**src/rtl/mips_pkg.sv**
```systemverilog
`default_nettype none
// ============================================================================
// Module   : mips_pkg
// Brief    : Shared R-type function codes and HI/LO mul/div state encoding.
// Revision : 1.0 - initial release
// ============================================================================
package mips_pkg;

  localparam logic [5:0] FUNCT_MFHI  = 6'h10;
  localparam logic [5:0] FUNCT_MTHI  = 6'h11;
  localparam logic [5:0] FUNCT_MFLO  = 6'h12;
  localparam logic [5:0] FUNCT_MTLO  = 6'h13;
  localparam logic [5:0] FUNCT_MULT  = 6'h18;
  localparam logic [5:0] FUNCT_MULTU = 6'h19;
  localparam logic [5:0] FUNCT_DIV   = 6'h1A;
  localparam logic [5:0] FUNCT_DIVU  = 6'h1B;

  localparam int ITER_CYCLES = 32;

  typedef enum logic [1:0] {
    IDLE = 2'd0,
    ITER = 2'd1,
    FIX  = 2'd2
  } muldiv_state_t;

  function automatic logic is_muldiv(input logic [5:0] f);
    return (f == FUNCT_MULT) || (f == FUNCT_MULTU) ||
           (f == FUNCT_DIV)  || (f == FUNCT_DIVU);
  endfunction

endpackage
`default_nettype wire

```
**src/rtl/div_step.sv**
```systemverilog
`default_nettype none
// ============================================================================
// Module   : div_step
// Brief    : One combinational restoring-division step.
// Revision : 1.0 - initial release
// ============================================================================
module div_step (
  input  logic [32:0] part_rem,
  input  logic [31:0] divisor,
  output logic [31:0] next_rem,
  output logic        q_bit
);

  logic [31:0] w_diff;

  // The true difference is always below the divisor, so 32 bits suffice.
  assign w_diff   = part_rem[31:0] - divisor;
  assign q_bit    = (part_rem >= {1'b0, divisor});
  assign next_rem = q_bit ? w_diff : part_rem[31:0];

endmodule
`default_nettype wire

```
**src/rtl/muldiv_unit.sv**
```systemverilog
`default_nettype none
// ============================================================================
// Module   : muldiv_unit
// Brief    : Iterative HI/LO multiply/divide unit. Define MULDIV_FAST_MULT_EN
//            for single-cycle MULT/MULTU.
// Revision : 1.0 - initial release
// ============================================================================
module muldiv_unit
  import mips_pkg::*;
(
  input  logic        clk,
  input  logic        reset,
  input  logic        start,
  input  logic [5:0]  fncode,
  input  logic [31:0] op_a,
  input  logic [31:0] op_b,
  output logic        busy,
  output logic        done,
  output logic [31:0] hi,
  output logic [31:0] lo,
  output logic [31:0] result
);

  localparam logic [4:0] c_last_cnt = 5'(ITER_CYCLES - 1);

  muldiv_state_t r_state, w_next;
  logic [4:0]    r_cnt;
  logic [31:0]   r_b, r_wh, r_wl, r_hi, r_lo;
  logic          r_is_div, r_neg_lo, r_neg_hi, r_done;
  logic          w_idle, w_accept, w_signed, w_div, w_start_iter, w_qbit;
  logic [31:0]   w_abs_a, w_abs_b, w_rem;
  logic [32:0]   w_sum;
  logic [63:0]   w_fix_prod;

  assign w_idle   = (r_state == IDLE);
  assign w_accept = start && w_idle && is_muldiv(fncode);
  assign w_signed = (fncode == FUNCT_MULT) || (fncode == FUNCT_DIV);
  assign w_div    = (fncode == FUNCT_DIV) || (fncode == FUNCT_DIVU);
  assign w_abs_a  = (w_signed && op_a[31]) ? -op_a : op_a;
  assign w_abs_b  = (w_signed && op_b[31]) ? -op_b : op_b;

`ifdef MULDIV_FAST_MULT_EN
  logic        w_fast;
  logic [63:0] w_fast_prod;
  assign w_fast       = w_accept && !w_div;
  assign w_start_iter = w_accept && w_div;
  assign w_fast_prod  = {{32{w_signed & op_a[31]}}, op_a} *
                        {{32{w_signed & op_b[31]}}, op_b};
`else
  assign w_start_iter = w_accept;
`endif

  // Multiply: r_wl holds the multiplier shifting out, r_wh the running sum.
  assign w_sum      = {1'b0, r_wh} + (r_wl[0] ? {1'b0, r_b} : 33'd0);
  assign w_fix_prod = r_neg_lo ? -{r_wh, r_wl} : {r_wh, r_wl};

  // Divide: r_wh is the partial remainder, r_wl shifts dividend out / quotient in.
  div_step u_div_step (
    .part_rem ({r_wh, r_wl[31]}),
    .divisor  (r_b),
    .next_rem (w_rem),
    .q_bit    (w_qbit)
  );

  always_comb begin
    w_next = r_state;
    case (r_state)
      IDLE:    if (w_start_iter) w_next = ITER;
      ITER:    if (r_cnt == c_last_cnt) w_next = FIX;
      FIX:     w_next = IDLE;
      default: w_next = IDLE;
    endcase
  end

  always_ff @(posedge clk or posedge reset) begin
    if (reset) r_state <= IDLE;
    else       r_state <= w_next;
  end

  always_ff @(posedge clk or posedge reset) begin
    if (reset) begin
      r_cnt    <= 5'd0;
      r_b      <= 32'd0;
      r_wh     <= 32'd0;
      r_wl     <= 32'd0;
      r_hi     <= 32'd0;
      r_lo     <= 32'd0;
      r_is_div <= 1'b0;
      r_neg_lo <= 1'b0;
      r_neg_hi <= 1'b0;
      r_done   <= 1'b0;
    end else begin
      r_done <= 1'b0;
      if (w_start_iter) begin
        r_cnt    <= 5'd0;
        r_b      <= w_abs_b;
        r_wh     <= 32'd0;
        r_wl     <= w_abs_a;
        r_is_div <= w_div;
        // Divide by zero keeps the raw all-ones quotient.
        r_neg_lo <= w_signed && (op_a[31] ^ op_b[31]) && !(w_div && (op_b == 32'd0));
        r_neg_hi <= w_signed && op_a[31];
      end else if (r_state == ITER) begin
        r_cnt <= r_cnt + 5'd1;
        if (r_is_div) begin
          r_wh <= w_rem;
          r_wl <= {r_wl[30:0], w_qbit};
        end else begin
          {r_wh, r_wl} <= {w_sum, r_wl[31:1]};
        end
      end else if (r_state == FIX) begin
        r_done <= 1'b1;
        if (r_is_div) begin
          r_lo <= r_neg_lo ? -r_wl : r_wl;
          r_hi <= r_neg_hi ? -r_wh : r_wh;
        end else begin
          {r_hi, r_lo} <= w_fix_prod;
        end
      end
      if (start && w_idle) begin
        if (fncode == FUNCT_MTHI) r_hi <= op_a;
        if (fncode == FUNCT_MTLO) r_lo <= op_a;
      end
`ifdef MULDIV_FAST_MULT_EN
      if (w_fast) begin
        {r_hi, r_lo} <= w_fast_prod;
        r_done       <= 1'b1;
      end
`endif
    end
  end

  always_comb begin
    result = 32'd0;
    if (fncode == FUNCT_MFHI)      result = r_hi;
    else if (fncode == FUNCT_MFLO) result = r_lo;
  end

  assign busy = !w_idle;
  assign done = r_done;
  assign hi   = r_hi;
  assign lo   = r_lo;

endmodule
`default_nettype wire

```
**config.mk**
```make
export PLATFORM = sky130hd
export DESIGN_NAME = muldiv_unit
export DESIGN_NICKNAME = d
export VERILOG_FILES = /design/src/rtl/mips_pkg.sv /design/src/rtl/div_step.sv /design/src/rtl/muldiv_unit.sv
export SDC_FILE = /design/constraint.sdc
export NUM_CORES = 1
export LEC_CHECK = 0
export CORE_ASPECT_RATIO = 1.25
export CORE_UTILIZATION = 40
export CTS_CLUSTER_DIAMETER = 40
export CTS_CLUSTER_SIZE = 14
export DETAILED_ROUTE_END_ITERATION = 6
export GPL_ROUTABILITY_DRIVEN = 0
export GPL_TIMING_DRIVEN = 0
export SLEW_MARGIN = 25
export SYNTH_ARGS = -nofsm -noshare
export SYNTH_HDL_FRONTEND = slang
export SYNTH_HIERARCHICAL = 1
export SYNTH_SLANG_ARGS = --single-unit
export TNS_END_PERCENT = 10
```
**constraint.sdc**
```tcl
create_clock -name clk -period 6.1 [get_ports clk]
set_input_delay 0.61 -clock clk [delete_from_list [all_inputs] [get_ports clk]]
set_output_delay 0.61 -clock clk [all_outputs]
set_load 0.05 [all_outputs]
```
After elaboration in Yosys (flattened, before gate mapping)
Index checks and enable logic that the tools add are counted.
{"block": "totals", "wordCells": 87, "output_inout_bits": 98, "reg_bits": 171, "in_bits": 73}
{"block": "op_classes", "n_reduce_logical": 18, "n_mux": 35, "eq_ne": 13, "n_lt_le_gt_ge": 1, "bitwise_logic": 1, "n_addsub": 8}
{"operator": "32-bit 2-to-1 mux", "n": 26}
{"operator": "32-bit negation", "n": 4}
{"operator": "64-bit 2-to-1 mux", "n": 1}
{"operator": "64-bit negation", "n": 1}
{"operator": "6-bit by 5-bit equality test with 1-bit output, second input constant", "n": 8}
{"operator": "32-bit by 32-bit adder with 33-bit output", "n": 1}
{"operator": "33-bit by 32-bit >= comparator with 1-bit output", "n": 1}
{"operator": "32-bit zero test", "n": 1}
{"operator": "32-bit subtractor", "n": 1}
{"operator": "5-bit 2-to-1 mux", "n": 2}
{"operator": "1-bit logical AND", "n": 7}
{"operator": "5-bit by 1-bit adder with 5-bit output, second input constant", "n": 1}
{"operator": "5-bit equality test, second input constant", "n": 1}
{"operator": "1-bit logical OR", "n": 5}
{"operator": "2-bit 2-to-1 mux", "n": 2}
{"operator": "2-bit one-hot mux with 2 select lines", "n": 1}
{"operator": "1-bit 2-to-1 mux", "n": 3}
{"operator": "2-bit by 1-bit equality test with 1-bit output, second input constant", "n": 1}
{"operator": "2-bit equality test, second input constant", "n": 1}
{"operator": "1-bit zero test", "n": 2}
{"operator": "2-bit zero test", "n": 1}
{"operator": "2-bit by 1-bit != test with 1-bit output, second input constant", "n": 1}
{"operator": "2-bit != test, second input constant", "n": 1}
{"operator": "2-bit AND reduction", "n": 1}
{"operator": "2 further kinds", "n": 2}

Logic depth before layout (Yosys ltp)
Gate-level depths: netlist (run 1).
{"block": "logic_depth", "word_depth": 8, "mapped_depth": 18, "ltp_nobuf": 15}

Hierarchy
Netlist (run 1), hierarchy kept.
{"module": "muldiv_unit", "area_per_inst_um2": 12956.2, "instances": 1, "seq_area_each_um2": 4279.1, "cells_each": 1618}
{"module": "div_step", "area_per_inst_um2": 2331.0, "instances": 1, "seq_area_each_um2": 0.0, "cells_each": 323}

Worst setup path before layout (run 1)
No wires, ideal clock.
{"block": "synth_timing", "path_type": "register to register", "from": "register r_wh[6]", "to": "register r_wh[30]", "synth_period_minus_slack_ns": 3.430, "path_stages_with_launch": 17, "path_buffers": 2, "arrival_time_ns": 3.308, "t_required_ns": 5.978, "path_slack_ns": 2.670, "path_cell_list": "dfrtp_1 -> ha_1 -> a21oi_2 -> a211oi_1 -> or3_4 -> nor4b_4 -> o21ai_2 -> a31oi_4 -> o21a_4 -> inv_2 -> buf_6 -> buf_12 -> mux2_4 -> and3_1 -> a31oi_1 -> o311a_1 -> nand2_1"}
{"block": "synth_via", "elab_chain_len": 5, "word_cells_on_any_way": 7, "classes_between": "add/sub: 2; order compare: 1; mux: 4"}
{"item": "from (decl)", "line_no": "muldiv_unit.sv:28", "rtl": "logic [31:0] r_b, r_wh, r_wl, r_hi, r_lo;"}
{"item": "from (signal assigned)", "line_no": "muldiv_unit.sv:106", "rtl": "r_wh <= w_rem;"}
{"item": "from (signal assigned)", "line_no": "muldiv_unit.sv:109", "rtl": "{r_wh, r_wl} <= {w_sum, r_wl[31:1]};"}
{"item": "33-bit by 32-bit >= comparator with 1-bit output", "line_no": "div_step.sv:18", "rtl": "assign q_bit = (part_rem >= {1'b0, divisor});"}
{"item": "net w_qbit", "line_no": "muldiv_unit.sv:30", "rtl": "logic w_idle, w_accept, w_signed, w_div, w_start_iter, w_qbit;"}
{"item": "32-bit 2-to-1 mux", "line_no": "div_step.sv:19", "rtl": "assign next_rem = q_bit ? w_diff : part_rem[31:0];"}
{"item": "net w_rem[30]", "line_no": "muldiv_unit.sv:31", "rtl": "logic [31:0] w_abs_a, w_abs_b, w_rem;"}
{"item": "32-bit 2-to-1 mux", "line_no": "muldiv_unit.sv:105", "rtl": "if (r_is_div) begin"}
{"item": "32-bit 2-to-1 mux", "line_no": "muldiv_unit.sv:103", "rtl": "end else if (r_state == ITER) begin"}
{"item": "32-bit 2-to-1 mux", "line_no": "muldiv_unit.sv:94", "rtl": "if (w_start_iter) begin"}
The timed path passes the listed nets, and every way through them passes these cells. The select of a mux whose other input is x is not followed.
A chain may end at the register's enable or synchronous reset.

Worst setup path after layout (run 1)
{"block": "layout_timing", "from": "register r_wh[9]", "to": "register r_wh[30]"}
The elaborated chain is that of the path after synthesis.

==> metrics.txt, run 1 <==
DR vias/cell 6.00; Async S/R FF share, synth 1.00; Max Clk Rate 0.221 GHz; status finished clean; drt total wl 57.5 mm; Post-Synth Simple-Gate Area 0.203; total leakage power 7.22 nW; antenna violations before repair 0; CTS sink cnt 171; Final Instance Count excl. Fillers 2,628; sequential-to-total area share from yosys stat 0.280; Clock power frac 0.112; TritonRoute pass-1 iters 6; min setup slack post-route 1580 ps; drt initial violations 1,410; CP Launch Type flop; CP Class reg -> reg; Final Instance Area 18,200 µm²; most frequent cells in the layout 215 x nand2_1, 211 x o21ai_0, 172 x nor2_1; cell-internal power 0.00488 W; P&R area growth vs syn 19.2%; std cell rows 79; initial core utilization 0.408; ys flop type dfrtp_1; setup TNS 0 ps; Hold Crit Class in -> async; Root Driver clkbuf_16; most common cell after layout, fill and taps aside nand2_1; pre-CTS setup slack 1560 ps; Synth area leader dfrtp_1; die area 39,000 µm²; Synth Warn # 6; Worst setup EP type flop; slew at the pin closest to its max-slew limit 1020 ps; cts hold-fix bufs 0; grt total ovfl 0; largest family of logic cells by synthesized area compound AO/OA/AOI/OAI gates; pin count of the biggest net entering global routing 75; r2r endpoint r_wh[30]; Resized cells post-CTS 0; Synth Register Bits 171; # diodes 0; critical path peak fanout 10; EDFF count, synth 0; mux cell area share after synthesis 0.0747; total power 0.0101 W; post-synthesis compound-gate area fraction 0.237; Final setup violation count 0; Netlist cell types 85; Post-Synth XOR/XNOR Area 0.0940; fill count 3,753; slew margin rel. 0.314; syn_area_per_cell 7.88 µm²; Ports 171; synth top area cells dfrtp_1 28%, o21ai_0 6.9%, ha_1 5.7%; share of cells above drive strength 1 0.0509; placed cells 2,596; # DRC 0; pwr/cell area 552 nW/µm²; syn nets 2,086; Reg power frac 0.228; VDD IR max 0.209 mV; worst path required time 6460 ps; die span in y 221 µm; Hold Vio Cnt, Final 0; CTS max path bufs 2; Slew Limit Fails 0; Worst Reg-to-Reg Cells 17; post-route ant nets 0; Yosys top cell area share 0.280; first-pass GRT wire length 88.0 mm; RSZ-0062 raised after global routing no; Sw Share 0.516; Logic pwr share 0.660; reg2reg start r_wh[9]; via count 15,800; r2r setup slk 1580 ps; Post-Syn Area 15,300 µm²; Post-CTS Setup Bufs 0; Die W 177 µm; max cap viols 0; post-DP HPWL 45.7 mm; Post-DP Area 17,600 µm²; Synth Instances 1,941; clk slew on worst S/H paths 70 ps; Max H-tree Level 4; GRT Total Usage 0.298; WL/cell 21.9 µm; period utilization 0.740; crit path DAT 4880 ps; Post-Synth Adder-Cell Area 0.0599; Post-Route Skew 12.3 ps; Switch Pwr 0.00519 W; CTS tree built; clock latency at the later pin of the worst-skew pair 470 ps; core footprint 37,500 µm²; input/output buffers 167; fin nets 2,274; number of buffers created by CTS 17; vias in the first global route 15,200; Tmin final 4520 ps
## through the flow
| step | utilization | hold WS [ps] |
|---|---|---|
| floorplan | - | 464 |
| global placement | 0.469 | 481 |
| detailed placement | 0.471 | 496 |
| CTS | 0.486 | 492 |
| global route | 0.486 | 516 |
| finish | 0.486 | 486 |
## synthesized netlist by cell type (all sizes together) (9+ instances only)
cell type  instances
nor3              38
inv               67
nand2b             9
buf               26
a21o              20
and2              41
xor2              88
nand4             23
and3              12
mux2i             77
o31ai             24
mux2              30
a31oi             22
ha                70
or4               12
nand2            215
o21a              10
nor2b             12
a21oi            145
o211ai            38
nand3             52
clkbuf           100
o21ai            217
or3               17
xnor2             76
nor4              19
nor2             172
o41ai             14
a211oi            16
a22oi             15
dfrtp            171
## sequential cells by signal, indices dropped and copies added, names as in the netlist
name      count
hi           32
done          1
r_b          32
r_is_div      1
r_state       2
lo           32
r_neg_hi      1
r_wl         32
r_wh         32
r_neg_lo      1
r_cnt         5
## metal layers
layer | global-route usage | part of all wire
met1 | 0.342 | 0.39
met2 | 0.521 | 0.48
met3 | 0.0380 | 0.062
met4 | 0.190 | 0.065
met5 | 0 | 0
## power groups by stage
| stage | sequential [W] | clock, W | combinational [W] |
|---|---|---|---|
| floorplan | 0.00252 | 0 | 0.00438 |
| global placement | 0.00228 | 0 | 0.00645 |
| detailed placement | 0.00229 | 0 | 0.00654 |
| CTS | 0.00227 | 0.00113 | 0.00656 |
| global route | 0.00235 | 0.00117 | 0.00721 |
| finish | 0.00229 | 0.00112 | 0.00665 |
## critical path: stages (launching register included)
cell and delay, ps:
dfrtp_1 510, ha_1 340, clkbuf_1 270, nand4_1 240, nor3_1 660, o211ai_1 280, nor4b_4 240, o21ai_2 190
a31oi_4 130, o21a_4 290, inv_2 70, buf_6 150, buf_12 160, mux2_4 300, and3_1 140, a31oi_1 170
o311a_1 190, nand2_1 50
## worst max path at each step
| stage | startpoint | endpoint | slack, ps | cells after the start |
|---|---|---|---|---|
| 2_1_floorplan | reset | done | 860 | 1 |
| 3_3_place_gp | reset | lo[1] | -1700 | 2 |
| 3_5_place_dp | fncode[4] | r_wl[31] | 1560 | 8 |
| 4_1_cts | r_wl[0] | r_wh[26] | 1610 | 12 |
| 5_1_grt | r_wl[0] | r_wh[26] | 1390 | 12 |
| 6_report | r_wh[9] | r_wh[30] | 1580 | 17 |
## cells by family after synthesis
logic type	count (synthesis)
simple gates	644
fa+ha+maj	72
xor+xnor	164
buf+inv	193
flops	171
compound gates	590
mux	107
## area by class of cell
| cell class | instances | area, µm² | share of cell area |
|---|---|---|---|
| multi-input combinational | 1577 | 10200 | 0.562 |
| sequential | 171 | 4280 | 0.235 |
| clock inverter | 12 | 138 | 0.00756 |
| buffer | 126 | 526 | 0.0288 |
| inverter | 67 | 259 | 0.0142 |
| clock buffer | 20 | 437 | 0.0240 |
| timing repair buffer | 169 | 1730 | 0.0948 |
| tap | 486 | 608 | 0.0334 |
Power figures use the tool's default switching activity.
==> run 2, diff against run 1 <==
==> constraint.sdc (replaced) <==
create_clock -name clk -period 3.69 [get_ports clk]
set_input_delay 0.369 -clock clk [delete_from_list [all_inputs] [get_ports clk]]
set_output_delay 0.369 -clock clk [all_outputs]
set_load 0.05 [all_outputs]
==> metrics.txt, run 2 (same netlist as run 1, synthesis figures left out) <==
status finished, violations left (was finished clean); failing checks negative setup slack; CP Class in -> reg (was reg -> reg); CTS sink cnt 171 (unchanged); drt initial violations 1,589 (was 1,410); post-DP HPWL 45.8 mm (was 45.7 mm); std cell rows 79 (unchanged); fin nets 2,298 (was 2,274); TritonRoute pass-1 iters 6 (unchanged); P&R area growth vs syn 22.0% (was 19.2%); worst path required time 4060 ps (was 6460 ps); CP Buf/Inv Count 2 (was 4); DR vias/cell 5.92 (was 6.00); Worst setup EP type flop (unchanged); first-pass GRT wire length 89.4 mm (was 88.0 mm); Sw Share 0.510 (was 0.516); Hold Startpoint op_a[22]; critical path peak fanout 10 (unchanged); antenna violations before repair 0 (unchanged); Hold Vio Cnt, Final 0 (unchanged); Crit path max-delay family simple AND/OR/NAND/NOR gates (unchanged); pwr/cell area 927 nW/µm² (was 552 nW/µm²); # diodes 0 (unchanged); initial core utilization 0.408 (unchanged); WL/cell 21.9 µm (about the same); Final Instance Count excl. Fillers 2,652 (was 2,628); most common cell after layout, fill and taps aside nand2_1 (unchanged); Max Clk Rate 0.266 GHz; grt total ovfl 0 (unchanged); Max H-tree Level 4 (unchanged); Ports 171 (unchanged); clock latency at the later pin of the worst-skew pair 460 ps (was 470 ps); share of cells above drive strength 1 0.0831 (was 0.0509); VDD IR max 0.369 mV (was 0.209 mV); via count 15,700 (was 15,800); slew margin rel. 0.293 (was 0.314); Logic pwr share 0.671 (was 0.660); Switch Pwr 0.00882 W (was 0.00519 W); Tmin final 3760 ps; CTS max path bufs 2 (unchanged); pin count of the biggest net entering global routing 33 (was 75); final design utilization 0.498 (was 0.486); Die W 177 µm (unchanged); RSZ-0062 raised after global routing yes (was no); Slowest-stage cell, CP nor4bb_1 (was nor3_1); Post-DP Area 17,700 µm² (was 17,600 µm²); CP Launch Type input port (was flop); Reg power frac 0.217 (was 0.228); reg2reg start r_wl[3] (was r_wh[9]); post-route ant nets 0 (unchanged); CP peak stage delay 690 ps (was 660 ps); min setup slack post-route -66.6 ps (was 1580 ps); GRT Total Usage 0.302 (was 0.298); Slew Limit Fails 0 (unchanged); most frequent cells in the layout 215 x nand2_1, 205 x o21ai_0, 172 x nor2_1 (was 215 x nand2_1, 211 x o21ai_0, 172 x nor2_1); placed cells 2,599 (was 2,596); CTS tree built (unchanged); Final Instance Area 18,700 µm² (was 18,200 µm²); drt total wl 58.1 mm (was 57.5 mm); crit path DAT 4130 ps (was 4880 ps); Final setup violation count 1 (was 0); # DRC 0 (unchanged); max cap viols 0 (unchanged); total leakage power 7.41 nW (was 7.22 nW); Root Driver clkbuf_16 (unchanged); vias in the first global route 15,400 (was 15,200); number of buffers created by CTS 17 (unchanged); core footprint 37,500 µm² (unchanged); CP startpoint fncode[4] (was r_wh[9]); die area 39,000 µm² (unchanged); Post-Route Skew 11.7 ps (was 12.3 ps); Clock power frac 0.111 (was 0.112); pre-CTS setup slack -801 ps (was 1560 ps); slew at the pin closest to its max-slew limit 1060 ps (was 1020 ps); input/output buffers 167 (unchanged); die span in y 221 µm (unchanged); cell-internal power 0.00847 W (was 0.00488 W); period utilization 1.02; clk slew on worst S/H paths 70 ps (about the same); Hold Crit Class in -> reg (was in -> async); critical-path cell list clkdlybuf4s50_1 -> nor4bb_1 -> nor2b_1 -> nand2_1 -> clkbuf_1 -> nor4_2 -> a211oi_1 -> a21oi_1 (was ha_1 -> clkbuf_1 -> nand4_1 -> nor3_1 -> o211ai_1 -> nor4b_4 -> o21ai_2 -> a31oi_4 -> o21a_4 -> inv_2 -> buf_6 -> buf_12 -> mux2_4 -> and3_1 -> a31oi_1 -> o311a_1 -> nand2_1)
==> run 2: cell types whose count changed in the layout (fill, tap and decap cells not counted), moves of 6 or more <==
cell / previous run / this run
buf_4: 2 / 29
dfrtp_1: 171 / 157
dfrtp_2: 0 / 14
clkbuf_1: 102 / 91
ha_1: 70 / 64
o21ai_0: 211 / 205
==> run 2: through the flow <==
| stage | total power [W] | setup TNS (ps) | hold WS, ps |
|---|---|---|---|
| final | 0.0173 | -66.6 | 295 |
| after global routing | 0.0184 | -151 | 351 |
| after CTS | 0.0168 | -82.7 | 304 |
| after detailed placement | 0.0146 | -17630 | 501 |
| after global placement | 0.0144 | -82100 | 481 |
| after floorplan | 0.0114 | 0 | 464 |
==> run 2: power by group through the flow <==
stage          combinational (W)  clock, W  sequential, W
3_5_place_dp              0.0108         0        0.00378
2_1_floorplan            0.00723         0        0.00417
3_3_place_gp              0.0107         0        0.00377
5_1_grt                   0.0126   0.00201        0.00384
6_report                  0.0116   0.00192        0.00375
4_1_cts                   0.0111   0.00193        0.00377
==> run 2: worst min-delay path, stage by stage <==
cell      delay, ps
clkbuf_1        160
nand2_1         100
o21ai_0          80
==> run 2: final timing paths <==
check	to	slack (ps)	cells after the start
max	r_wl[31]	-70	8
min	lo[22]	290	3
max reg2reg	hi[9]	10	10
min reg2reg	r_b[18]	510	2
max in group asynchronous	r_b[27]	2480	4
min in group asynchronous	lo[22]	360	2
==> run 2: routing by layer <==
layer,vias to the layer above,part of all wire,GRT usage
li1,7415,-,-
met1,7420,0.40,0.351
met2,678,0.47,0.509
met3,187,0.061,0.0491
met4,0,0.070,0.205
met5,-,0,0
==> run 2: cell type report <==
| cell class | instances | area, µm² |
|---|---|---|
| clock inverter | 13 | 154 |
| clock buffer | 19 | 453 |
| buffer | 120 | 512 |
| multi-input combinational | 1577 | 10400 |
| timing repair buffer | 199 | 1970 |
| inverter | 67 | 255 |
| tap | 486 | 608 |
| sequential | 171 | 4300 |
| fill | 3654 | 18800 |
==> run 2: timing repair <==
action                     4_1_cts  5_1_grt
setup endpoints to repair       66       23
hold buffers                     0        0
gates resized for setup         27       28
pin swaps                        3       16
buffers inserted                 8       19
==> run 3, diff against run 2 <==
--- a/config.mk
+++ b/config.mk
@@ -8,7 +8,6 @@
 export CORE_ASPECT_RATIO = 1.25
 export CORE_UTILIZATION = 40
 export CTS_CLUSTER_DIAMETER = 40
-export CTS_CLUSTER_SIZE = 14
 export DETAILED_ROUTE_END_ITERATION = 6
 export GPL_ROUTABILITY_DRIVEN = 0
 export GPL_TIMING_DRIVEN = 0
==> results of run 3 <==
No change in the layout: final DEF, timing and power equal those of run 2.
==> RTL change 1, RTL diff (flow settings as in run 2) <==
The 3 states of `muldiv_state_t` get a one-hot encoding in 3 bits.
--- a/src/rtl/mips_pkg.sv
+++ b/src/rtl/mips_pkg.sv
@@ -17,10 +17,10 @@
 
   localparam int ITER_CYCLES = 32;
 
-  typedef enum logic [1:0] {
-    IDLE = 2'd0,
-    ITER = 2'd1,
-    FIX  = 2'd2
+  typedef enum logic [2:0] {
+    IDLE = 3'b001,
+    ITER = 3'b010,
+    FIX  = 3'b100
   } muldiv_state_t;
 
   function automatic logic is_muldiv(input logic [5:0] f);
Function: same outputs for any inputs over 4 cycles, from zero or initial values and one cycle with reset high; so few cycles prove little.
==> RTL change 1 against run 2 <==
- the run still ends with negative setup slack left
- sequential cell count grew 1
- worst setup slack gained 0.044 ns
- synthesized area shrank 1.2%
- sequential share of layout area grew 0.53 points
- die area shrank 1.1%
- maximum frequency grew 1.2%
- design area shrank 1.8%
- wire length shrank 3.3%
Power is not compared: it rests on default switching activity, and its combinational part moved more than twofold at a synthesized area within 25%.
==> RTL change 1: results (changes against run 2) <==
status:
  outcome: "complete, but fails checks"
  violations: "negative setup slack"
place:
  port_buffers: 166  # -0.60%
  dpl_cell_area_mm2: 0.0175  # -0.86%
  place_hpwl_um: 44600  # -2.6%
  dp_cells: 2574  # -0.96%
  post-place-ws_ns: -0.497  # +0.305 ns
min_path:
  min_path_type: "in2async"
synthesis:
  synth-seq-area-share_pct: 28.5  # +0.50 points
  yosys.cell_types.count: 84  # -1.2%
  syn_inst: 1916  # -1.3%
  synth_area_leaders: "dfrtp_1 (28%), o21ai_0 (6.4%), xor2_1 (6.0%)"
  yosys-top-cells-count: "nand2_1 (213), o21ai_0 (193), dfrtp_1 (171), nor2_1 (171), a21oi_1 (151)"
  ys_warn_count: 6  # unchanged
  syn-num-nets: 2061  # -1.2%
global_route:
  grt_max_degree: 33  # unchanged
  grtUsageTotal_pct: 29.2  # -0.99 points
  grt_pass1_vias: 15000  # -2.1%
  antenna_found_initial: 0  # unchanged
  grt_pass1_wl_um: 86300  # -3.5%
sta:
  whs_ns: 0.212  # -0.0830 ns
  tightest_slew_ns: 1.07  # +0.00585 ns
  clock_skew_ns: 0.0161  # +0.00434 ns
  setup_tns_ns: -0.0226  # +0.0440 ns
  setup_violations: 1  # unchanged
  fin_ws_ns: -0.0226  # +0.0440 ns
cts:
  cts-buffers-inserted: 17  # unchanged
  path_clk_slew_ns: 0.08
  clock_latency_ns: 0.46  # about the same
  cts_resized: 14  # -48%
  clk_path_buf_depth: 2  # unchanged
  cts-root-buf: "clkbuf_16"
  postCtsSetupBuffers: 3  # -5
  cts_max_level: 4  # unchanged
flow_run:
  maxCapViolations: 0  # unchanged
route:
  drt_wl_total_um: 56200  # -3.3%
  drt_iter0_markers: 1373  # -14%
  drtPass1Iterations: 6  # unchanged
  routedWlPerCell_um: 21.5  # -1.9%
  viasPerCell: 5.89  # -0.43%
worst_setup_path:
  crit_path_top_delay_cell: "or3b_2"
  r2r_start: "r_wl[31]"
  slowest_delay_ns: 0.51  # -0.18 ns
  r2r_slack_ns: -0.02  # -0.03 ns
  crit_fanout: 5  # -5
  ff2ff_path_depth: 13  # +3
  arrival_ns: 4.08  # -0.05 ns
  rr_endpoint: "r_wh[30]"
  crit_family: "compound AO/OA/AOI/OAI gates"
finish:
  fill_cells: 3643  # -0.30%
  drive_above_1_share_pct: 7.28  # -1.0 points
  fin_nets: 2261  # -1.6%
  antennaDiodeCount: 0  # unchanged
power_and_ir_drop:
  clkPwrFrac_pct: 19.0
  ir_worst_vdd_mv: 0.298
[RTL change 1: cell count changes in the layout (fill, tap and decap cells not counted), moves of 6 or more]
cell      delta
and3_1      +14
xnor2_1      -9
nand4_1      -6
a22oi_1     -14
xor2_1      +16
a31oi_1      -6
o21ai_0     -13
o211ai_1     -8
o21ai_1     +14
dfrtp_1      +6
dfrtp_2      -6
a21oi_1      +6
buf_4       -16
or2_2        +6
[RTL change 1: worst max path at each step]
stage / from / to / slack (ns) / cells past startpoint
2_1_floorplan: r_wh[6] / r_wh[25] / 0.41 / 15
3_3_place_gp: r_wl[0] / r_wh[29] / -0.47 / 14
3_5_place_dp: r_wl[0] / r_wh[28] / -0.50 / 14
4_1_cts: r_wh[6] / r_wh[25] / -0.01 / 16
5_1_grt: r_wl[31] / r_wh[30] / -0.15 / 13
6_report: r_wl[31] / r_wh[30] / -0.02 / 13
[RTL change 1: layout make-up]
class	instances	area [µm²]	share of cell area, %
buffer	118	478	2.61
clock buffer	18	439	2.40
clock inverter	14	156	0.854
inverter	65	248	1.35
multi-input combinational	1558	10200	55.6
sequential	172	4320	23.6
tap	486	608	3.32
timing repair buffer	184	1880	10.3
[RTL change 1: per-layer routing]
layer  up-vias  GRT usage (%)  wire, µm  share of wire (%)
met1      7355           34.3     22000                 39
met2       658           51.8     28200                 50
met3       159           3.40      3080                5.5
met4         0           15.4      2910                5.2
met5         -              0         0                  0
li1       7243              -         -                  -
[RTL change 1: logic make-up after synthesis]
kind of cell | after synthesis | synth area share, %
compound gates | 556 | 22.2
xor+xnor | 171 | 9.91
fa+ha+maj | 72 | 6.06
buf+inv | 186 | 4.84
flops | 172 | 28.5
mux | 106 | 7.49
simple gates | 653 | 21.0
==> RTL change 2, RTL diff (settings of run 2) <==
Without the edit above. Change the package constant `FUNCT_DIV` from 6'h1A to 6'h13.
--- a/src/rtl/mips_pkg.sv
+++ b/src/rtl/mips_pkg.sv
@@ -12,7 +12,7 @@
   localparam logic [5:0] FUNCT_MTLO  = 6'h13;
   localparam logic [5:0] FUNCT_MULT  = 6'h18;
   localparam logic [5:0] FUNCT_MULTU = 6'h19;
-  localparam logic [5:0] FUNCT_DIV   = 6'h1A;
+  localparam logic [5:0] FUNCT_DIV   = 6'h13;
   localparam logic [5:0] FUNCT_DIVU  = 6'h1B;
 
   localparam int ITER_CYCLES = 32;
Formal check against the unedited RTL: not equivalent (a bounded check fails within 4 cycles, from zero or initial values and one cycle with reset high).
==> RTL change 2 against run 2 <==
- sequential share of layout area is 0.31 points higher
- total power down 8.4%
- sequential cell count stayed put
- worst setup slack better by 0.11 ns
- design area down 1.4%
- wire length fell by 1.6%
- maximum frequency is 2.9% higher
- synthesized area down 0.62%
==> RTL change 2: results (changes against run 2) <==
finish:
  drive_above_1_share_pct: 6.80  # -1.5 points
  fin_nets: 2293  # -0.22%
sta:
  whs_ns: 0.160  # -0.135 ns
  tightest_slew_ns: 1.03  # -0.0282 ns
  hold_violations: 0  # unchanged
  clock_skew_ns: 0.00999  # -0.00172 ns
worst_setup_path:
  r2r_start: "r_wh[7]"
  crit_fanout: 10  # unchanged
  arrival_ns: 3.28  # -0.85 ns
  rr_endpoint: "r_wh[27]"
  ff2ff_path_depth: 17  # +7
  crit_path_top_delay_cell: "clkdlybuf4s50_1"
  r2r_slack_ns: 0.06  # +0.05 ns
  slowest_delay_ns: 0.81  # +0.12 ns
synthesis:
  syn_inst: 1944  # +0.15%
  ys.flop_type: "dfrtp_1"
  ys_warn_count: 6  # unchanged
  yosys-top-cells-count: "nand2_1 (206), o21ai_0 (203), a21oi_1 (172), nor2_1 (172), dfrtp_1 (171)"
  async_flop_share_pct: 100  # unchanged
  syn-num-nets: 2089  # +0.14%
  synth-seq-area-share_pct: 28.2  # +0.18 points
  yosys.cell_types.count: 80  # -5.9%
  synth_area_leaders: "dfrtp_1 (28%), o21ai_0 (6.7%), ha_1 (5.8%)"
global_route:
  grtUsageTotal_pct: 29.6  # -0.53 points
  grt_max_degree: 33  # unchanged
  grt_pass1_wl_um: 87100  # -2.7%
  grt_pass1_vias: 15200  # -1.3%
  antenna_found_initial: 1  # +1
cts:
  clock_latency_ns: 0.47
  cts_max_level: 4  # unchanged
  cts-buffers-inserted: 17  # unchanged
  cts-root-buf: "clkbuf_16"
  hold_buffers: 0  # unchanged
power_and_ir_drop:
  intPower_mw: 7.86  # -7.2%
  leakagePower_nw: 7.37  # -0.61%
  ir_worst_vdd_mv: 0.402  # +9.1%
route:
  routedWlPerCell_um: 21.6  # -1.5%
  drt_iter0_markers: 1474  # -7.2%
  viasPerCell: 5.90  # -0.41%
  drt_wl_total_um: 57200  # -1.6%
place:
  place_hpwl_um: 45400  # -0.78%
  dp_cells: 2605  # +0.23%
  port_buffers: 169  # +1.2%
min_path:
  min_path_type: "in2async"
status:
  outcome: "finished clean"
[RTL change 2: worst max-delay path, delay by kind of cell]
kind          cells  cell delay, ns
simple gates      3            1.07
buf+inv           4            1.83
[RTL change 2: power groups by stage]
stage               Combinational, mW  Clock (mW)  Sequential, mW
finish                           10.3        1.87            3.66
CTS                              10.0        1.88            3.61
global route                     11.2        1.96            3.75
floorplan                        6.65           0            4.01
detailed placement               9.88           0            3.64
global placement                 9.73           0            3.62
[RTL change 2: per-layer routing]
metal	global-route usage [%]	vias up	routed length, µm
li1	-	7372	-
met1	34.1	7314	22000
met2	52.5	743	28500
met3	3.90	183	3570
met4	17.1	0	3060
met5	0	-	0
[RTL change 2: worst max path at each step]
stage | startpoint | endpoint | slack [ns] | depth (start not counted)
floorplan | r_wh[6] | r_wh[27] | 0.35 | 16
global route | r_b[1] | r_wh[27] | -0.15 | 18
CTS | r_wh[10] | r_wh[27] | -0.07 | 18
finish | fncode[4] | result[20] | 0.04 | 7
detailed placement | fncode[1] | r_state[0] | -0.74 | 8
global placement | fncode[1] | r_state[0] | -0.72 | 8
[RTL change 2: cell type report]
type / instances / area, µm²
Tap cell: 486 / 608
Clock inverter: 15 / 163
Multi-Input combinational cell: 1580 / 10300
Timing Repair Buffer: 187 / 1880
Antenna cell: 1 / 2.50
Fill cell: 3664 / 19000
Clock buffer: 17 / 425
Inverter: 72 / 274
Buffer: 119 / 487
Sequential cell: 171 / 4290
[RTL change 2: cells by family after synthesis]
group                    after synthesis  share of synthesized area [%]
AO/OA/AOI/OAI                        582                           22.9
multiplexers                         110                           7.75
AND/OR/NAND/NOR                      653                           20.7
XOR/XNOR                             163                           9.40
adder cells (fa/ha/maj)               72                           6.03
flip-flops                           171                           28.2
buffers and inverters                193                           5.02
[RTL change 2: what timing repair did]
action                                  in CTS  in global routing
resized for setup                           34                 22
buffers inserted                             3                  9
pin swaps                                    5                  8
endpoints found under the setup margin      63                 50
[RTL change 2: through the flow]
stage | total power [mW] | setup slack [ns] | setup TNS (ns) | cell area, µm²
floorplan | 10.7 | 0.351 | 0 | 15200
global placement | 13.3 | -0.719 | -93.58 | 17500
detailed placement | 13.5 | -0.745 | -26.37 | 17600
CTS | 15.5 | -0.0680 | -0.0680 | 18200
global route | 16.9 | -0.153 | -1.12 | 18400
finish | 15.8 | 0.0402 | 0 | 18400
